<file path="config.mk">
export PLATFORM = sky130hd
export DESIGN_NAME = post_adder_acc
export DESIGN_NICKNAME = d
export VERILOG_FILES = /design/src/rtl/post_adder_acc.sv
export SDC_FILE = /design/constraint.sdc
export NUM_CORES = 1
export LEC_CHECK = 0
export CORE_MARGIN = 2
export CORE_UTILIZATION = 43
export CTS_BUF_LIST = sky130_fd_sc_hd__clkbuf_16
export DETAILED_ROUTE_END_ITERATION = 10
export GPL_ROUTABILITY_DRIVEN = 0
export GPL_TIMING_DRIVEN = 0
export PLACE_DENSITY = 0.81
export SLEW_MARGIN = 10
export SYNTH_ARGS = -nofsm -noshare
export SYNTH_HDL_FRONTEND = slang
export SYNTH_SLANG_ARGS = --single-unit
</file>
<file path="constraint.sdc">
create_clock -name CLK -period 6 [get_ports CLK]
set_clock_uncertainty 0.15 [all_clocks]
set_input_delay 0.6 -clock CLK [delete_from_list [all_inputs] [get_ports CLK]]
set_output_delay 0.6 -clock CLK [all_outputs]
set_load 0.02 [all_outputs]
</file>
<file path="src/rtl/post_adder_acc.sv">
// post_adder_acc: DSP48A1 post-adder / accumulator stage.
// Selects X/Z operands by OPMODE, adds or subtracts with carry-in into P.
// Ports:
//   CLK, RST (async, active-high)
//   CEP, CEOPMODE, CECARRYIN: per-register clock enables
//   OPMODE: [1:0] X sel, [3:2] Z sel, [5] carry bit, [7] subtract
//   M, DAB, C, PCIN: datapath operands; CARRYIN: external carry-in
//   P / PCOUT: result and cascade copy
//   CARRYOUT / CARRYOUTF: carry or borrow out and its fabric copy
module post_adder_acc #(
  parameter int WIDTH       = 48,
  parameter int MWIDTH      = 36,
  parameter int PREG        = 1,
  parameter int CARRYOUTREG = 1,
  parameter int OPMODEREG   = 1,
  parameter int CARRYINREG  = 1,
  parameter     CARRYINSEL  = "OPMODE5"
) (
  input  logic              CLK,
  input  logic              RST,
  input  logic              CEP,
  input  logic              CEOPMODE,
  input  logic              CECARRYIN,
  input  logic [7:0]        OPMODE,
  input  logic [MWIDTH-1:0] M,
  input  logic [WIDTH-1:0]  DAB,
  input  logic [WIDTH-1:0]  C,
  input  logic [WIDTH-1:0]  PCIN,
  input  logic              CARRYIN,
  output logic [WIDTH-1:0]  P,
  output logic [WIDTH-1:0]  PCOUT,
  output logic              CARRYOUT,
  output logic              CARRYOUTF
);

  localparam int CSRC =
    (CARRYINSEL == "OPMODE5") ? 1 :
    (CARRYINSEL == "CARRYIN") ? 2 : 0;

  logic [7:0]       opm_r;
  logic [7:0]       opm;
  logic             cin_src;
  logic             cin_r;
  logic             cin;
  logic [WIDTH-1:0] p_r;
  logic [WIDTH-1:0] p_fb;
  logic             co_r;
  logic [WIDTH-1:0] x;
  logic [WIDTH-1:0] z;
  logic [WIDTH:0]   xe;
  logic [WIDTH:0]   ze;
  logic [WIDTH:0]   ce;
  logic [WIDTH:0]   sum;
  logic             unused_opm;

  // Bits 4 and 6 belong to the pre-adder upstream.
  assign unused_opm = opm[4] ^ opm[6];

  always_ff @(posedge CLK or posedge RST) begin
    if (RST)
      opm_r <= '0;
    else if (CEOPMODE)
      opm_r <= OPMODE;
  end

  assign opm = (OPMODEREG != 0) ? opm_r : OPMODE;

  // Carry source sampled alongside OPMODE so both
  // land on the same edge.
  assign cin_src = (CSRC == 1) ? OPMODE[5] :
                   (CSRC == 2) ? CARRYIN   : 1'b0;

  always_ff @(posedge CLK or posedge RST) begin
    if (RST)
      cin_r <= 1'b0;
    else if (CECARRYIN)
      cin_r <= cin_src;
  end

  assign cin = (CARRYINREG != 0) ? cin_r : cin_src;

  // Without the P register, feedback reads 0 so no
  // combinational loop through the adder exists.
  assign p_fb = (PREG != 0) ? p_r : '0;

  always_comb begin
    x = '0;
    unique case (opm[1:0])
      2'd0: x = '0;
      2'd1: x = {{(WIDTH-MWIDTH){1'b0}}, M};
      2'd2: x = p_fb;
      2'd3: x = DAB;
    endcase
  end

  always_comb begin
    z = '0;
    unique case (opm[3:2])
      2'd0: z = '0;
      2'd1: z = PCIN;
      2'd2: z = p_fb;
      2'd3: z = C;
    endcase
  end

  assign xe = {1'b0, x};
  assign ze = {1'b0, z};
  assign ce = {{WIDTH{1'b0}}, cin};

  // Bit WIDTH is the carry when adding, the borrow
  // when subtracting.
  assign sum = opm[7] ? (ze - (xe + ce))
                      : (ze + xe + ce);

  always_ff @(posedge CLK or posedge RST) begin
    if (RST)
      p_r <= '0;
    else if (CEP)
      p_r <= sum[WIDTH-1:0];
  end

  always_ff @(posedge CLK or posedge RST) begin
    if (RST)
      co_r <= 1'b0;
    else if (CEP)
      co_r <= sum[WIDTH];
  end

  // Combinational outputs are still forced low under reset.
  assign P = (PREG != 0) ? p_r :
             (RST ? '0 : sum[WIDTH-1:0]);

  assign CARRYOUT = (CARRYOUTREG != 0) ? co_r :
                    (RST ? 1'b0 : sum[WIDTH]);

  assign PCOUT     = P;
  assign CARRYOUTF = CARRYOUT;

endmodule

</file>
==> key figures <==
Global route
  • Pin count of the biggest net entering global routing: 56
  • Total GRT Usage: 29.56%
  • Vias in the first global route: 12250
  • Total gr overflow: 0
  • First-pass GRT wire length: 63.16 mm
  • Initial antenna violation count: 0

Setup path
  • Crit-path slowest cell: clkbuf_1
  • Worst EP arrival: 5870 ps
  • Worst path cell trace: clkbuf_1 -> nor2b_1 -> clkbuf_1 -> clkbuf_1 -> a22o_1 -> ha_1 -> ha_1 -> clkbuf_1 -> nand4_1 -> nor3_1 -> o2111ai_1 -> a211oi_1 -> o21ai_0 -> o21ai_0 -> a31oi_1 -> xor2_1 -> o221a_2
  • Critical Path Start Type: register
  • Worst path buffer plus inverter count: 4
  • Reg2reg start: opm[0]
  • Max incr delay on CP: 540 ps
  • Most used cell, CP: clkbuf_1
  • CP Class: register to register
  • CP Max Fanout: 10
  • Critical path's top delay family: compound AO/OA/AOI/OAI gates
  • Crit path from: opm[0]
  • Critical Path RT: 6060 ps
  • Worst Setup End Kind: register
  • Flop2flop setup slack: 200 ps

Power and ir drop
  • Switch share: 52.61%
  • Tot Pwr: 7.012 mW
  • PD cells: 483.4 nW/µm²
  • P_sw: 3.689 mW
  • Leakage: 6.265 nW
  • VDD IR max: 0.0002150 V
  • Int Pwr: 3.323 mW
  • Register share of total power: 11.7%
  • Power share of the clock group: 5.4%
  • Gate power share: 82.9%

Placed design
  • Post-DP HPWL: 32.17 mm
  • Post-Place Cell Area: 14330 µm²
  • Cells after DPL: 2073
  • PortBufs: 288

Clocking
  • Max Buffers Root-to-Sink: 2
  • CTS H-Tree Depth: 2
  • Setup repair bufs after CTS: 0
  • Clk_lat worst skew: 330 ps
  • CTS sink count: 55
  • Clock transition at the registers of the reported paths: 90 ps
  • Hold-fix buffer count after cts: 0
  • Root Buffer: clkbuf_16
  • Num CTS Buffers: 5
  • CTS tree: done

Yosys
  • Synth Net Count: 1792
  • Avg Inst Size Synth: 7.579 µm²
  • EDFF count, synth: 0
  • Area contributors post-synth: ha_1, dfrtp_1, mux2_2
  • Yosys cell types: 73
  • Cell taking the most area after synthesis: ha_1
  • Syn Inst Count: 1455
  • Ys flop type: dfrtp_1
  • Post-synthesis register bit count: 55
  • Mapped cell area: 11030 µm²
  • Top cell type's share of synthesized area: 15.77%
  • Post-synthesis sequential area ratio: 12.48%
  • Asr flop ratio synth: 100.0%
  • Ys Warns: 0

Timing
  • Final min period: 5804 ps
  • Slew Viols, Final: 0
  • Final hold vios: 0
  • Final setup violation count: 0
  • Tightest Pin Transition: 912.0 ps
  • Slew headroom: 39.20%
  • Setup total negative slack: 0 ps
  • Final period utilization: 96.73%
  • Fmax achieved: 172.3 MHz

Die
  • Die width: 164.1 µm
  • IO Pins: 292
  • Core ar.: 25180 µm²
  • Row count: 58
  • Die height: 164.1 µm
  • Die ar.: 26940 µm²
  • Initial core utilization: 43.79%

Drt
  • Vias/cell: 6.075
  • Antenna Nets Post-Route: 0
  • Routed WL per cell: 19.66 µm
  • First-pass iteration count of the detailed router: 10
  • Drt drc: 0
  • Final WL: 40.90 mm
  • First DRT Iteration DRCs: 1501
  • Via Count: 12640

Flow run
  • Max-Cap Viols: 0

Outcome
  • Status: complete, no violations

Cells and area
  • Final design utilization: 57.60%
  • Final net count: 2087
  • Fin area: 14500 µm²
  • Share of cells above drive strength 1: 9.595%
  • Final non-filler cell total: 2081
  • Area grow syn2layout: 31.52%
  • Filler instances: 2249
  • # diodes: 0

Worst hold path
  • Hold Crit Class: register to register
  • Min-delay src: P[40]
-- final timing paths --
kind | to | cells after the start
setup / recovery | CARRYOUT | 17
min in group asynchronous | opm[0] | 2
hold reg to reg | P[40] | 2
hold / removal | P[40] | 2
setup reg to reg | CARRYOUT | 17
max in group asynchronous | P[18] | 2
-- through the flow --
| step | hold slack [ps] | setup WS, ps |
|---|---|---|
| 2_1_floorplan | 445.6 | 1434 |
| 5_1_grt | 480.9 | -2.689 |
| 3_3_place_gp | 424.5 | -174.1 |
| 6_report | 457.2 | 196.0 |
| 3_5_place_dp | 429.6 | -225.1 |
| 4_1_cts | 458.6 | 8.899 |
-- synthesized netlist by cell type, types with 18 or more instances --
cell type and n:
nand3_1 25, nor2b_1 24, inv_1 128, a31oi_1 18, xor2_1 22, mux2i_1 18, ha_1 139, a22o_1 81
buf_4 49, o21ai_0 83, dfrtp_1 55, a21o_1 35, clkbuf_1 69, nand2_1 97, mux2_2 86, nor2_1 108
xnor2_1 59, a21oi_1 126, nand4_1 20, nor3_1 21
-- what timing repair did --
action | CTS | global route
gates resized for setup | 1 | 12
gates cloned | 0 | 0
setup endpoints to repair | 6 | 9
-- routing by layer --
layer  GRT usage, %  up-vias  part of all wire [%]
met3          4.924      155                    12
met4          14.31        0                   5.1
met2          47.57      781                    44
met5              0        -                     0
met1          38.33     5930                    39
li1               -     5776                     -
-- registers in the layout, summed over array words and instances, names as in the netlist --
| register | flops |
|---|---|
| opm | 5 |
| P | 48 |
| CARRYOUT | 1 |
| cin | 1 |
-- cell usage in the layout (no fill, tap or decap), types with 63 or more instances in the layout --
master and count:
inv_1 127, a21oi_1 126, mux2_2 86, a22o_1 81, nor2_1 108, clkbuf_1 63, ha_1 139, o21ai_0 83
clkdlybuf4s50_1 288, nand2_1 97
-- logic make-up after synthesis --
kind of cell | count (synthesis) | share of synthesized area, %
AOI/OAI and AO/OA | 468 | 28.85
xor gates and xnor gates | 81 | 6.433
adders and majority gates | 143 | 16.50
buffers and inverters | 257 | 10.44
DFF | 55 | 12.48
muxes | 105 | 10.55
and+or+nand+nor | 346 | 14.75
-- tightest hold or removal path, delay by kind of cell, from the launching register on --
family | cells | cell delay [ps]
AO/OA/AOI/OAI | 1 | 50
flip-flops | 1 | 430
AND/OR/NAND/NOR | 1 | 100
-- final cells by class --
| class | count | area [µm²] | area share, % |
|---|---|---|---|
| inverters | 129 | 486.7 | 3.356 |
| clock inverters | 3 | 43.79 | 0.3019 |
| plain buffers | 128 | 675.6 | 4.658 |
| well taps | 330 | 412.9 | 2.847 |
| clock buffers | 5 | 125.1 | 0.8627 |
| multi-input cells | 1143 | 8501 | 58.61 |
| repair buffers | 288 | 2883 | 19.88 |
| flip-flops and latches | 55 | 1376 | 9.489 |
-- power by group through the flow --
stage	clock network (mW)	logic [mW]	registers, mW
after floorplan	0	3.83	0.914
after global placement	0	5.54	0.807
after detailed placement	0	5.64	0.814
after CTS	0.373	5.70	0.809
after global routing	0.387	6.29	0.843
final	0.381	5.81	0.818
(Power assumes the default switching activity.)
